## src/rtl/div_sequencer.sv

```systemverilog
// Iterative radix-2 restoring divider and sequencer for DIV/DIVU; stalls the pipe while running.
// Optional `DIV_ZERO_FAST_EN: division by zero skips the RUN phase and completes right after PREP.
module div_sequencer #(
    parameter int unsigned WIDTH = 32
) (
    input  logic             clk,
    input  logic             rst,
    input  logic             startE,
    input  logic             signedE,
    input  logic [WIDTH-1:0] srcaE,
    input  logic [WIDTH-1:0] srcbE,
    input  logic             cancel,
    output logic             stall_div,
    output logic             busy,
    output logic             ready,
    output logic [WIDTH-1:0] hi_out,
    output logic [WIDTH-1:0] lo_out
);

    localparam int unsigned CntW = (WIDTH > 1) ? $clog2(WIDTH) : 1;
    localparam logic [CntW-1:0] CntLast = CntW'(WIDTH - 1);

    typedef enum logic [1:0] {StIdle, StPrep, StRun, StDone} state_e;

    state_e           state_q, state_d;
    logic [CntW-1:0]  cnt_q, cnt_d;
    logic [WIDTH-1:0] op_a_q, op_a_d;
    logic [WIDTH-1:0] op_b_q, op_b_d;
    logic             sgn_q, sgn_d;
    logic [WIDTH-1:0] quo_q, quo_d;
    logic [WIDTH:0]   rem_q, rem_d;
    logic [WIDTH-1:0] bmag_q, bmag_d;
    logic             negq_q, negq_d;
    logic             negr_q, negr_d;
    logic             dz_q, dz_d;
    logic [WIDTH-1:0] hi_q, hi_d;
    logic [WIDTH-1:0] lo_q, lo_d;

    logic [WIDTH-1:0] a_mag, b_mag;
    logic [WIDTH:0]   shifted, rem_step;
    logic [WIDTH-1:0] quo_step, quo_fix, rem_fix;
    logic             ge;

    // Magnitudes; 0x8000.. negates to itself, which is the correct unsigned magnitude.
    always_comb begin
        a_mag = (sgn_q && op_a_q[WIDTH-1]) ? (~op_a_q + 1'b1) : op_a_q;
        b_mag = (sgn_q && op_b_q[WIDTH-1]) ? (~op_b_q + 1'b1) : op_b_q;
    end

    // One restoring step: shift in the next dividend bit, subtract if it fits.
    always_comb begin
        shifted  = {rem_q[WIDTH-1:0], quo_q[WIDTH-1]};
        ge       = (shifted >= {1'b0, bmag_q});
        rem_step = ge ? (shifted - {1'b0, bmag_q}) : shifted;
        quo_step = {quo_q[WIDTH-2:0], ge};
        quo_fix  = negq_q ? (~quo_step + 1'b1) : quo_step;
        rem_fix  = negr_q ? (~rem_step[WIDTH-1:0] + 1'b1) : rem_step[WIDTH-1:0];
    end

    always_comb begin
        state_d   = state_q;
        cnt_d     = cnt_q;
        op_a_d    = op_a_q;
        op_b_d    = op_b_q;
        sgn_d     = sgn_q;
        quo_d     = quo_q;
        rem_d     = rem_q;
        bmag_d    = bmag_q;
        negq_d    = negq_q;
        negr_d    = negr_q;
        dz_d      = dz_q;
        hi_d      = hi_q;
        lo_d      = lo_q;
        stall_div = 1'b0;

        unique case (state_q)
            StIdle: begin
                stall_div = startE;
                if (startE && !cancel) begin
                    op_a_d  = srcaE;
                    op_b_d  = srcbE;
                    sgn_d   = signedE;
                    state_d = StPrep;
                end
            end
            StPrep: begin
                stall_div = !cancel;
                if (cancel) begin
                    state_d = StIdle;
                end else begin
                    quo_d   = a_mag;
                    rem_d   = '0;
                    bmag_d  = b_mag;
                    negq_d  = sgn_q & (op_a_q[WIDTH-1] ^ op_b_q[WIDTH-1]);
                    negr_d  = sgn_q & op_a_q[WIDTH-1];
                    dz_d    = (op_b_q == '0);
                    cnt_d   = '0;
                    state_d = StRun;
`ifdef DIV_ZERO_FAST_EN
                    if (op_b_q == '0) begin
                        hi_d    = op_a_q;
                        lo_d    = '1;
                        state_d = StDone;
                    end
`endif
                end
            end
            StRun: begin
                stall_div = !cancel;
                if (cancel) begin
                    state_d = StIdle;
                end else begin
                    quo_d = quo_step;
                    rem_d = rem_step;
                    cnt_d = cnt_q + 1'b1;
                    // Results land in hi/lo on entry to DONE so they are valid with ready.
                    if (cnt_q == CntLast) begin
                        state_d = StDone;
                        if (dz_q) begin
                            hi_d = op_a_q;
                            lo_d = '1;
                        end else begin
                            hi_d = rem_fix;
                            lo_d = quo_fix;
                        end
                    end
                end
            end
            StDone: begin
                state_d = StIdle;
            end
            default: begin
                state_d = StIdle;
            end
        endcase
    end

    always_ff @(posedge clk or posedge rst) begin
        if (rst) begin
            state_q <= StIdle;
            cnt_q   <= '0;
            op_a_q  <= '0;
            op_b_q  <= '0;
            sgn_q   <= 1'b0;
            quo_q   <= '0;
            rem_q   <= '0;
            bmag_q  <= '0;
            negq_q  <= 1'b0;
            negr_q  <= 1'b0;
            dz_q    <= 1'b0;
            hi_q    <= '0;
            lo_q    <= '0;
        end else begin
            state_q <= state_d;
            cnt_q   <= cnt_d;
            op_a_q  <= op_a_d;
            op_b_q  <= op_b_d;
            sgn_q   <= sgn_d;
            quo_q   <= quo_d;
            rem_q   <= rem_d;
            bmag_q  <= bmag_d;
            negq_q  <= negq_d;
            negr_q  <= negr_d;
            dz_q    <= dz_d;
            hi_q    <= hi_d;
            lo_q    <= lo_d;
        end
    end

    assign busy   = (state_q != StIdle);
    assign ready  = (state_q == StDone);
    assign hi_out = hi_q;
    assign lo_out = lo_q;

endmodule
```

## config.mk

```make
export PLATFORM = sky130hd
export DESIGN_NAME = div_sequencer
export DESIGN_NICKNAME = d
export VERILOG_FILES = /design/src/rtl/div_sequencer.sv
export SDC_FILE = /design/constraint.sdc
export NUM_CORES = 1
export LEC_CHECK = 0
export BUFFER_PORTS_ARGS = -buffer_cell sky130_fd_sc_hd__buf_4
export CORE_ASPECT_RATIO = 1.1
export CORE_MARGIN = 2
export CORE_UTILIZATION = 40
export DETAILED_ROUTE_END_ITERATION = 8
export GPL_ROUTABILITY_DRIVEN = 0
export GPL_TIMING_DRIVEN = 0
export HOLD_SLACK_MARGIN = 0.08
export PLACE_DENSITY_LB_ADDON = 0.1
export RECOVER_POWER = 50
export SLEW_MARGIN = 20
export SYNTH_ARGS = -nofsm -noshare
export SYNTH_HDL_FRONTEND = slang
export SYNTH_SLANG_ARGS = --single-unit
```

## constraint.sdc

```tcl
create_clock -name clk -period 22.6 [get_ports clk]
set_input_delay 5.65 -clock clk [delete_from_list [all_inputs] [get_ports clk]]
set_output_delay 5.65 -clock clk [all_outputs]
set_load 0.02 [all_outputs]
```

# ---- Word-level counts from Yosys, hierarchy flattened
# Index checks and enable logic that the tools add are counted.
dict set report totals {
  register_bits 235
  input_bits 69
  output_inout_bits 67
  word_cells 72
}
dict set report classes {
  add_sub_neg 6
  n_lt_le_gt_ge 1
  eq_ne 8
  muxes 22
  bitwise_logic 8
  n_reduce_logical 14
}
# op n
set op_table {}
lappend op_table {{32-bit 2-to-1 mux} 11}
lappend op_table {{32-bit by 1-bit adder with 32-bit output (second input constant)} 4}
lappend op_table {{32-bit inverter} 4}
lappend op_table {{32-bit case mux with 2 select lines} 2}
lappend op_table {{33-bit by 32-bit greater-or-equal comparator with 1-bit output} 1}
lappend op_table {{32-bit logical NOT} 1}
lappend op_table {{32-bit subtractor} 1}
lappend op_table {{5-bit 2-to-1 mux} 2}
lappend op_table {{5-bit case mux with 2 select lines} 1}
lappend op_table {{2-bit 2-to-1 mux} 4}
lappend op_table {{2-bit case mux with 4 select lines} 1}
lappend op_table {{2-bit != test (second input constant)} 3}
lappend op_table {{2-bit AND reduction} 3}
lappend op_table {{3-bit AND reduction} 2}
lappend op_table {{5-bit by 1-bit adder with 5-bit output (second input constant)} 1}
lappend op_table {{5-bit equality test (second input constant)} 1}
lappend op_table {{2-bit equality test (second input constant)} 2}
lappend op_table {{2-bit nonzero test} 2}
lappend op_table {{1-bit logical AND} 3}
lappend op_table {{3-bit != test (second input constant)} 1}
lappend op_table {{1-bit bitwise AND} 2}
lappend op_table {{2-bit by 1-bit equality test with 1-bit output (second input constant)} 1}
lappend op_table {{2-bit logical NOT} 1}
lappend op_table {{1-bit case mux with 2 select lines} 1}
lappend op_table {{other kinds (4)} 4}

# ---- Logic depth before layout (Yosys ltp)
# Gate-level depths: netlist of the first run.
dict set report logic_depth {
  word_depth 6
  ltp_mapped 22
}

# ---- Least setup slack after synthesis of the first run
# No wires, ideal clock.
dict set report synth_path {
  path_kind {input-to-output}
  start {in cancel}
  end {out stall_div}
  arrival_ns 6.139
  required_time_ns 16.950
  setup_slack_ns 10.811
  path_stages 2
  cell_sequence {nand2b_1 a21oi_1}
}
dict set report synth_via {
  elab_chain_len 2
}
# item line
set synth_lines {}
lappend synth_lines {{start: declaration} 12} ;# input logic cancel,
lappend synth_lines {{1-bit logical NOT} {87, 109}}
lappend synth_lines {{1-bit case mux with 2 select lines} 76} ;# unique case (state_q)
lappend synth_lines {{end: declaration} 13} ;# output logic stall_div,
# No other way between the ends.

# ---- Worst setup path in the final report of the first run
# Ends and elaborated chain as after synthesis.

==> out/metrics.csv, run 1 <==
stage,metric,value,unit
status,status,"finished, violations left",
status,violations,"capacitance limit, slew limit",
pwr,irDropWorstVdd,74.3,µV
drt,wl,44000,µm
synthesis,syn_area,14700,µm²
die,dieHeight,205,µm
die,core,36200,µm²
die,num_rows,73,
die,num_io_pins,136,
finish,diodes,0,
timing,fin_crit,12.01,ns
setup_path,path_cells,clkbuf_1 -> nand2b_1 -> a21oi_1 -> buf_4,
drt,dr_total_vias,12700,
cts,cts_resized,0,
setup_path,max_stage_delay,0.33,ns
cts,path_clk_slew,0.05,ns
setup_path,cp_num_buf_inv,2,
setup_path,critPathTopFamily,buffers and inverters,
setup_path,worstPathArrival,6.36,ns
synthesis,synth.distinct_cells,81,
synthesis,synth_fp_nets,1785,
timing,setup_viol,0,
grt,grt_pass1_vias,12500,
synthesis,syn_avg_cell_area,8.78,µm²
timing,worst_slew_margin_rel,-224,%
drt,drt-met1-wl,19000,µm
setup_path,setup.worst_path.start_class,input pin,
grt,antenna_found_initial,1,
pwr,power_density,121,nW/µm²
finish,fillCellCount,3635,
setup_path,endpoint_kind,output pin,
placed_design,dp.final_hpwl,34500,µm
cts,post_cts_buffers,0,
timing,fmax,83.3,MHz
setup_path,cp_max_fo,9,
finish,syn2layout_area_growth,18.1,%
grt,overflow,0,
setup_path,crit_slowest_cell,clkbuf_1,
cts,cts_buffers,28,
cts,h-tree-depth,1,
synthesis,ys.flop_type,dfrtp_1,
cts,clk_latency,0.59,ns
grt,grtUsageTotal,23.0,%
die,die_w,187,µm
drt,wire_per_inst,18.7,µm
worst_hold_path,min_path_type,reg -> reg,
timing,maxSlewViolCount,240,
setup_path,worstSetupPathType,in -> out,
timing,final.setup.tns,0,ns
synthesis,synthArstFlopShare,100,%
synthesis,synth_seq_cells,235,
timing,worst_hold_slack,0.475,ns
timing,finalCritPeriodShare,53.1,%
cts,cts.path.max_buffers,3,
grt,grt_max_degree,94,
timing,worst_pin_slew,4.86,ns
drt,drcViolationCount,0,
timing,hold_viol_final,0,
grt,grt_pass1_wl,69800,µm
flow_run,cap_violations,3,
synthesis,ys_seq_area_share,40.0,%
synthesis,ys_warn_count,0,
setup_path,crit_required,16.95,ns
finish,final_nets,1952,
finish,drive_gt1_share,15.9,%
placed_design,port_buffers,135,
drt,routed.top_layer,met4,
drt,wl_met2,21800,µm
timing,rsz0062_at_grt,no,
timing,final.setup_skew,0.0289,ns
drt,viasPerCell,5.40,
cts,clock_sinks,235,
drt,antenna_left,0,
cts,cts_tree,yes,
cts,cts_root_buffer,clkbuf_16,
synthesis,synth_edf_count,0,
cts,ctsHoldBuffers,0,
finish,mostFrequentLayoutCell,dfrtp_1,
die,start_util,40.6,%
finish,final_cell_mix,"dfrtp_1 (235), nand2_1 (200), o21ai_0 (172), a21oi_1 (160), buf_4 (134)",
drt,drt_iter0_drc,883,
drt,wl_met3,1880,µm
die,die_area,38300,µm²
synthesis,netlist_instances,1673,
drt,first_pass_iters,5,
pwr,leakage,7.69,nW
## cells in the mapped netlist, drive strengths merged, types with 22 or more instances
library cell  instances  area share (%)
dfrtp               235              40
nand2               200             5.1
o21ai               184             6.4
a21oi               166             5.9
nor2                133             3.4
clkbuf               75             1.9
xor2                 75             4.5
mux2                 71             5.4
xnor2                57             3.4
inv                  55             1.4
ha                   42             3.6
nand3                30             1.0
nor3                 27            0.92
mux2i                23             1.6
o31ai                22             1.2
## registers in the layout, summed over array words and instances, names as in the netlist, 2 cells and up
signal   flops
op_b_q      32
op_a_q      32
cnt_q        5
rem_q       32
quo_q       32
lo_out      32
bmag_q      32
state_q      2
hi_out      32
## worst paths after layout
check,cells after the start,from,end,slack [ns]
worst max-delay path,4,cancel,stall_div,10.59
worst min-delay path,2,bmag_q[10],bmag_q[10],0.47
worst max register to register,19,rem_q[1],hi_out[30],16.03
worst min register to register,2,bmag_q[10],bmag_q[10],0.47
max in group asynchronous,3,rst,hi_out[18],10.95
min in group asynchronous,2,rst,op_a_q[2],5.99
## worst reg2reg max path, cell delays in order (launching register included)
cell	delay, ns
dfrtp_1	0.44
ha_1	0.30
clkbuf_1	0.25
o2111ai_1	0.37
a21o_1	0.32
a21boi_2	0.31
o21ai_2	0.11
nand2_1	0.27
clkbuf_1	0.49
buf_1	0.62
nand2_1	0.11
o21ai_0	0.24
ha_1	0.35
nand3_1	0.15
or4_4	0.55
a222oi_1	0.57
o2111ai_1	0.38
o31ai_2	0.34
xnor2_1	0.17
o22ai_1	0.11
## per-stage QoR
step / util [%] / power, mW / cell area (µm²) / std cells / setup slack, ns
floorplan: - / 1.35 / 14700 / 1673 / 10.50
global placement: 45.1 / 1.59 / 16300 / 2295 / 7.57
detailed placement: 45.3 / 1.61 / 16400 / 2297 / 10.71
CTS: 48.1 / 2.11 / 17400 / 2348 / 10.71
global route: 48.0 / 2.26 / 17300 / 2348 / 9.54
finish: 48.0 / 2.09 / 17300 / 2348 / 10.59
## layout make-up
type	instances	area [µm²]	share of cell area [%]
clock buffer	43	887	5.11
timing repair buffer	137	1020	5.86
multi-input combinational	1290	8210	47.3
clock inverter	8	144	0.830
buffer	92	383	2.21
inverter	56	211	1.22
tap	487	609	3.51
sequential	235	5880	33.9
## logic make-up (layout without fill, tap and decap cells)
kind of cell             after synthesis  in the layout  synth area share, %
adder cells (fa/ha/maj)               43             43                 3.71
XOR/XNOR                             132            132                 7.87
AND/OR/NAND/NOR                      518            518                 16.4
multiplexers                          94             94                 7.01
buffers and inverters                148            336                 4.04
AO/OA/AOI/OAI                        503            503                 20.9
flip-flops                           235            235                 40.0
## power breakdown
group / leakage (nW) / internal (mW) / switching, mW / total [mW]
Sequential: 3.04 / 0.541 / 0.155 / 0.696
Combinational: 4.13 / 0.375 / 0.529 / 0.905
Clock: 0.511 / 0.304 / 0.189 / 0.493
## routing by layer
metal | track usage (%) | vias to the layer above
met2 | 41.0 | 317
met5 | 0 | -
li1 | - | 6296
met3 | 3.14 | 73
met1 | 28.7 | 6000
met4 | 7.54 | 0
(Power assumes the default switching activity.)
==> inputs of run 2 (changes only) <==
==> constraint.sdc (replaced) <==
create_clock -name clk -period 10.9 [get_ports clk]
set_input_delay 2.725 -clock clk [delete_from_list [all_inputs] [get_ports clk]]
set_output_delay 2.725 -clock clk [all_outputs]
set_load 0.02 [all_outputs]
==> run 2 against run 1 <==
Largest power group unchanged; critical path depth is 16 higher; the flow still finishes with violations (capacitance limit, slew limit); final area grew 0.27%; count of clock-buffer cells in the layout did not move; global-route usage unchanged; first-iteration DRC count shrank 13%; flip-flop and latch count is the same; clock power is 110% higher.
==> out/metrics.csv, run 2 (synthesis results as in run 1) <==
stage,metric,value,unit,change
finish,post-route-util,48.1,%,+0.13 points
setup_path,r2r_start,quo_q[31],,
cts,clk_latency,0.59,ns,about the same
die,num_io_pins,136,,unchanged
setup_path,cp_max_fo,10,,+1
timing,final.setup_skew,0.0309,ns,+0.00192 ns
finish,final_nets,1952,,unchanged
worst_hold_path,hp-start,bmag_q[10],,
finish,diodes,0,,unchanged
drt,drt_iter0_drc,766,,-13%
drt,viasPerCell,5.41,,about the same
drt,dr_total_vias,12700,,+0.055%
cts,clock_sinks,235,,unchanged
timing,setup_ws,4.35,ns,-6.24 ns
setup_path,r2r_end,hi_out[30],,
grt,grt_max_degree,94,,unchanged
cts,cts_tree,yes,,
grt,grt_pass1_vias,12500,,unchanged
placed_design,port_buffers,135,,unchanged
placed_design,dp_cells,2297,,unchanged
placed_design,post-place-ws,4.49,ns,-6.22 ns
drt,antenna_left,0,,unchanged
die,start_util,40.6,%,unchanged
timing,hold_viol_final,0,,unchanged
die,die_w,187,µm,unchanged
grt,antenna_found_initial,1,,unchanged
setup_path,r2r_slack,4.35,ns,-11.68 ns
finish,final_cell_mix,"dfrtp_1 (235), nand2_1 (200), o21ai_0 (172), a21oi_1 (160), buf_4 (134)",,
timing,maxSlewViolCount,74,,-69%
timing,finalCritPeriodShare,60.1,%,
die,core,36200,µm²,unchanged
status,violations,"capacitance limit, slew limit",,
timing,fmax,153,MHz,
drt,wl,44000,µm,-0.11%
die,die_area,38300,µm²,unchanged
timing,setup_viol,0,,unchanged
finish,mostFrequentLayoutCell,dfrtp_1,,
timing,rsz0062_at_grt,no,,
setup_path,reg2reg_depth,20,,+1
setup_path,worstSetupPathType,reg -> reg,,
cts,cts.path.max_buffers,3,,unchanged
cts,cts_buffers,28,,unchanged
pwr,irDropWorstVdd,154,µV,+110%
setup_path,crit_required,11.35,ns,-5.60 ns
worst_hold_path,holdPathStages,2,,unchanged
placed_design,dp.final_hpwl,34500,µm,unchanged
worst_hold_path,hold-path-endpoint,bmag_q[10],,
cts,h-tree-depth,1,,unchanged
grt,grtUsageTotal,23.0,%,unchanged
timing,worst_pin_slew,3.46,ns,-1.40 ns
cts,path_clk_slew,0.06,ns,about the same
flow_run,cap_violations,1,,-2
die,num_rows,73,,unchanged
setup_path,worstPathArrival,7.00,ns,+0.64 ns
timing,fin_crit,6.55,ns,
timing,worst_slew_margin_rel,-132,%,+92 points
pwr,leakage,7.71,nW,+0.30%
finish,fin_cells,2348,,unchanged
drt,first_pass_iters,5,,unchanged
setup_path,endpoint_kind,register,,
worst_hold_path,min_path_type,reg -> reg,,
cts,cts_root_buffer,clkbuf_16,,
die,dieHeight,205,µm,unchanged
setup_path,setup.worst_path.start_class,register,,
grt,overflow,0,,unchanged
drt,drcViolationCount,0,,unchanged
finish,drive_gt1_share,16.0,%,+0.11 points
status,status,"finished, violations left",,
cts,cts_resized,0,,unchanged
cts,post_cts_buffers,0,,unchanged
pwr,power_density,250,nW/µm²,+110%
finish,syn2layout_area_growth,18.4,%,
grt,grt_pass1_wl,69800,µm,unchanged
drt,wire_per_inst,18.7,µm,-0.11%
cts,ctsHoldBuffers,0,,unchanged
[run 2: cell count changes in the layout (fill, tap and decap cells not counted)]
cell,change
buf_16,+2
clkbuf_1,-2
[run 2: how the worst max path moves through the flow]
stage          cells after the start       from         end
4_1_cts                           19   rem_q[1]  hi_out[30]
3_5_place_dp                      19   rem_q[1]  hi_out[30]
3_3_place_gp                       2        rst  op_b_q[27]
5_1_grt                           19   rem_q[1]  hi_out[30]
6_report                          20  quo_q[31]  hi_out[30]
2_1_floorplan                      1        rst   bmag_q[0]
[run 2: worst max-delay path: stages (launching register included)]
cell,delay (ns)
dfrtp_1,0.57
inv_1,0.11
ha_1,0.24
nor2b_1,0.13
o2111ai_1,0.30
a21o_1,0.32
a21boi_2,0.31
o21ai_2,0.10
nand2_1,0.26
clkbuf_1,0.49
buf_1,0.62
nand2_1,0.11
o21ai_0,0.23
ha_1,0.36
nand3_1,0.15
or4_4,0.55
a222oi_1,0.55
o2111ai_1,0.37
o31ai_2,0.34
xnor2_1,0.17
o22ai_1,0.11
[run 2: metal layers]
layer	up-vias	global-route usage, %	routed length, µm
li1	6296	-	-
met1	5989	28.7	18800
met4	0	7.54	1440
met2	327	41.0	21700
met3	81	3.14	1990
met5	-	0	0
[run 2: layout make-up]
cell class	instances	area, µm²
sequential	235	5880
timing repair buffer	137	1060
clock inverter	8	144
tap	487	609
multi-input combinational	1290	8210
fill	3631	18800
inverter	56	211
clock buffer	43	887
buffer	92	383
[run 2: report_power, final]
part           switching, mW  internal [mW]  leakage, nW
sequential             0.320           1.12         3.04
clock                  0.394          0.630        0.511
combinational           1.10          0.781         4.16
[run 2: stage by stage]
step	TNS (ns)	cell area, µm²	power [mW]	hold WS (ns)
floorplan	0	14700	2.80	0.450
global placement	-277.84	16300	3.30	0.462
detailed placement	0	16400	3.33	0.472
CTS	0	17400	4.37	0.485
global route	0	17400	4.69	0.499
finish	0	17400	4.34	0.475
==> inputs of run 3 (changes only) <==
--- a/config.mk
+++ b/config.mk
@@ -5,6 +5,7 @@
 export SDC_FILE = /design/constraint.sdc
 export NUM_CORES = 1
 export LEC_CHECK = 0
+export ABC_AREA = 1
 export BUFFER_PORTS_ARGS = -buffer_cell sky130_fd_sc_hd__buf_4
 export CORE_ASPECT_RATIO = 1.1
 export CORE_MARGIN = 2
==> constraint.sdc (replaced) <==
create_clock -name clk -period 5.7 [get_ports clk]
set_input_delay 1.425 -clock clk [delete_from_list [all_inputs] [get_ports clk]]
set_output_delay 1.425 -clock clk [all_outputs]
set_load 0.02 [all_outputs]
==> run 3 against run 2 <==
The run still ends with capacitance limit, slew limit left; core utilization decreased by 1.1 points; count of clock-buffer cells in the layout decreased by 4; non-clock buffer count decreased by 5; synthesized area increased by 4.2%; worst setup slack got worse by 3.2 ns; routed wire length increased by 17%; final cell count increased by 24%; final area increased by 2.5%; maximum frequency increased by 45%; flip-flop and latch count unchanged; global-route usage increased by 3.0 points; hold slack improved by 0.0043 ns; highest routed layer unchanged.
==> out/metrics.csv, run 3 <==
stage,metric,value,unit,change
finish,mostFrequentLayoutCell,nand2_1,,
die,die_area,39800,µm²,+4.1%
die,core,37900,µm²,+4.8%
grt,grt_pass1_wl,80100,µm,+15%
synthesis,syn_avg_cell_area,6.91,µm²,-21%
cts,clk_latency,0.57,ns,-0.02 ns
flow_run,cap_violations,4,,+3
timing,setup_viol,0,,unchanged
die,die_w,190,µm,+2.0%
drt,drt_iter0_drc,917,,+20%
die,start_util,40.4,%,-0.24 points
placed_design,port_buffers,135,,unchanged
timing,maxSlewViolCount,118,,+59%
cts,clock_sinks,235,,unchanged
setup_path,worstPathArrival,5.02,ns,-1.98 ns
synthesis,netlist_instances,2216,,+32%
synthesis,ys_seq_area_share,38.4,%,-1.6 points
synthesis,synth_top_area_share,38.4,%,-1.6 points
finish,fillCellCount,4036,,+11%
pwr,p_comb_share,46.3,%,+3.1 points
timing,worst_slew_margin_rel,-7.04,%,+120 points
drt,wl,51400,µm,+17%
grt,grt_max_degree,31,,-67%
synthesis,ys_top_cells_by_count,"nand2_1 (613), inv_1 (291), dfrtp_1 (235)",,
synthesis,ys.flop_type,dfrtp_1,,
grt,antenna_found_initial,0,,-1
timing,final.setup.tns,0,ns,unchanged
timing,fmax,221,MHz,+45%
finish,diodes,0,,unchanged
finish,final_nets,2501,,+28%
grt,grt_pass1_vias,14700,,+17%
drt,drcViolationCount,0,,unchanged
timing,fin_crit,4.52,ns,-2.03 ns
synthesis,synth.most_common_cell,nand2_1,,
pwr,p_int,4.53,mW,+79%
cts,cts_root_buffer,clkbuf_16,,
drt,dr_total_vias,14900,,+17%
finish,seq_area,5880,µm²,unchanged
synthesis,synth.top_cells.by_area,"dfrtp_1 (38%), nand2_1 (15%), inv_1 (7.1%), nor2_1 (5.5%), o21ai_0 (5.2%)",,
status,violations,"capacitance limit, slew limit",,
grt,grtUsageTotal,26.0,%,+3.0 points
timing,finalCritPeriodShare,79.2,%,+19 points
status,status,"finished, violations left",,
pwr,power_density,469,nW/µm²,+88%
synthesis,synth_edf_count,0,,unchanged
synthesis,synth_seq_cells,235,,unchanged
worst_hold_path,min_path_type,reg -> reg,,
placed_design,dp.final_hpwl,41900,µm,+21%
die,num_rows,75,,+2.7%
finish,drive_gt1_share,9.47,%,-6.5 points
setup_path,setup.worst_path.start_class,register,,
drt,wire_per_inst,17.7,µm,-5.6%
cts,cts_resized,0,,unchanged
grt,overflow,0,,unchanged
pwr,leakage,9.31,nW,+21%
synthesis,ys_warn_count,0,,unchanged
cts,h-tree-depth,1,,unchanged
finish,final_cell_mix,"nand2_1 (613), inv_1 (290), dfrtp_1 (235), nor2_1 (225), o21ai_0 (159)",,
pwr,power,8.36,mW,+93%
cts,path_clk_slew,0.06,ns,about the same
cts,post_cts_buffers,0,,unchanged
pwr,irDropWorstVdd,312,µV,+100%
synthesis,synthArstFlopShare,100,%,unchanged
finish,syn2layout_area_growth,16.5,%,
synthesis,syn_area,15300,µm²,+4.2%
setup_path,worstSetupPathType,reg -> reg,,
die,dieHeight,209,µm,+2.0%
worst_hold_path,holdPathStages,2,,unchanged
pwr,p_sw_share,45.8,%,+4.2 points
timing,hold_viol_final,0,,unchanged
setup_path,reg2reg_depth,23,,+15%
drt,viasPerCell,5.11,,-5.4%
setup_path,endpoint_kind,register,,
die,num_io_pins,136,,unchanged
synthesis,yosys.area.top_type,dfrtp_1,,
setup_path,cp_max_fo,10,,unchanged
timing,rsz0062_at_grt,no,,
synthesis,synth.distinct_cells,50,,-38%
cts,cts_tree,yes,,
pwr,clock_power_share,22.0,%,-1.6 points
cts,cts.path.max_buffers,3,,unchanged
drt,first_pass_iters,5,,unchanged
timing,worst_hold_slack,0.479,ns,+0.00426 ns
setup_path,crit_required,6.21,ns,-5.14 ns
drt,antenna_left,0,,unchanged
timing,worst_pin_slew,1.61,ns,-1.85 ns
timing,final.setup_skew,0.0141,ns,-0.0168 ns
pwr,p_seq_share,31.6,%,-1.6 points
synthesis,synth_fp_nets,2328,,+30%
cts,ctsHoldBuffers,0,,unchanged
finish,multi_input_area,7910,µm²,-3.7%
cts,cts_buffers,28,,unchanged
pwr,switching_power,3.83,mW,+110%
[run 3: cell types whose count changed in the layout (fill, tap and decap cells not counted), moves of 20 or more]
cell	delta
xnor2_1	-52
inv_1	+237
nand3_1	+106
buf_4	-30
mux2i_1	-23
nand2_1	+413
o211ai_1	+20
xor2_1	-23
mux2_2	-56
clkbuf_1	+35
nor2_1	+92
[run 3: cells by family after synthesis]
logic type      share of synthesized area [%]
compound gates                           15.2
xor+xnor                                 3.26
fa+ha+maj                                3.56
buf+inv                                  9.90
flops                                    38.4
mux                                      1.10
simple gates                             28.5
[run 3: per-stage QoR]
step / utilization, % / setup slack [ns] / instances / instance area [µm²]
after global routing: 47.0 / 0.710 / 2907 / 17800
after detailed placement: 45.1 / 1.25 / 2859 / 17100
after CTS: 47.6 / 1.27 / 2907 / 18000
final: 47.0 / 1.18 / 2907 / 17800
after floorplan: - / 1.20 / 2216 / 15300
after global placement: 44.7 / -0.401 / 2851 / 16900
[run 3: layer usage]
layer	vias to the layer above	track usage, %	part of all wire [%]
met5	-	0	0
met4	0	12.8	5.0
met3	122	2.25	3.7
met2	358	47.0	50
met1	6918	30.8	41
li1	7466	-	-
[run 3: area by class of cell]
cell class              count  share of cell area, %
well taps                 500                   3.51
plain buffers              81                   1.98
flip-flops and latches    235                   33.0
clock buffers              39                   4.51
repair buffers            143                   5.39
clock inverters             9                  0.716
inverters                 309                   6.53
multi-input cells        1591                   44.4
[run 3: critical path: stages, from the launching register on]
cell     delay, ns
dfrtp_1       0.43
ha_1          0.37
a21oi_1       0.24
nand2_1       0.12
a21oi_1       0.27
nand2_1       0.15
nor2_4        0.20
nand2_4       0.09
buf_12        0.15
inv_4         0.14
ha_1          0.19
nand2_1       0.12
nor3_2        0.24
nand2_1       0.14
nor3_2        0.18
nand2_1       0.16
nor3_2        0.23
nand3_1       0.21
nor3_2        0.25
o21ai_0       0.13
or2_0         0.21
nand3_1       0.07
o21ai_0       0.09
inv_1         0.08
[run 3: final timing paths]
path                                start          to  slack, ns
worst max-delay path            rem_q[27]  lo_out[30]       1.18
worst min-delay path            hi_out[2]   hi_out[2]       0.48
worst max register to register  rem_q[27]  lo_out[30]       1.18
worst min register to register  hi_out[2]   hi_out[2]       0.48
max in group asynchronous             rst   bmag_q[9]       1.41
min in group asynchronous             rst  lo_out[15]       1.08
[run 3: power groups by stage]
stage / Combinational, mW / Sequential, mW / Clock, mW
after floorplan: 2.77 / 2.52 / 0
after global placement: 3.80 / 2.65 / 0
after detailed placement: 3.85 / 2.66 / 0
after CTS: 3.87 / 2.64 / 1.87
after global routing: 4.36 / 2.71 / 1.94
final: 3.88 / 2.65 / 1.84
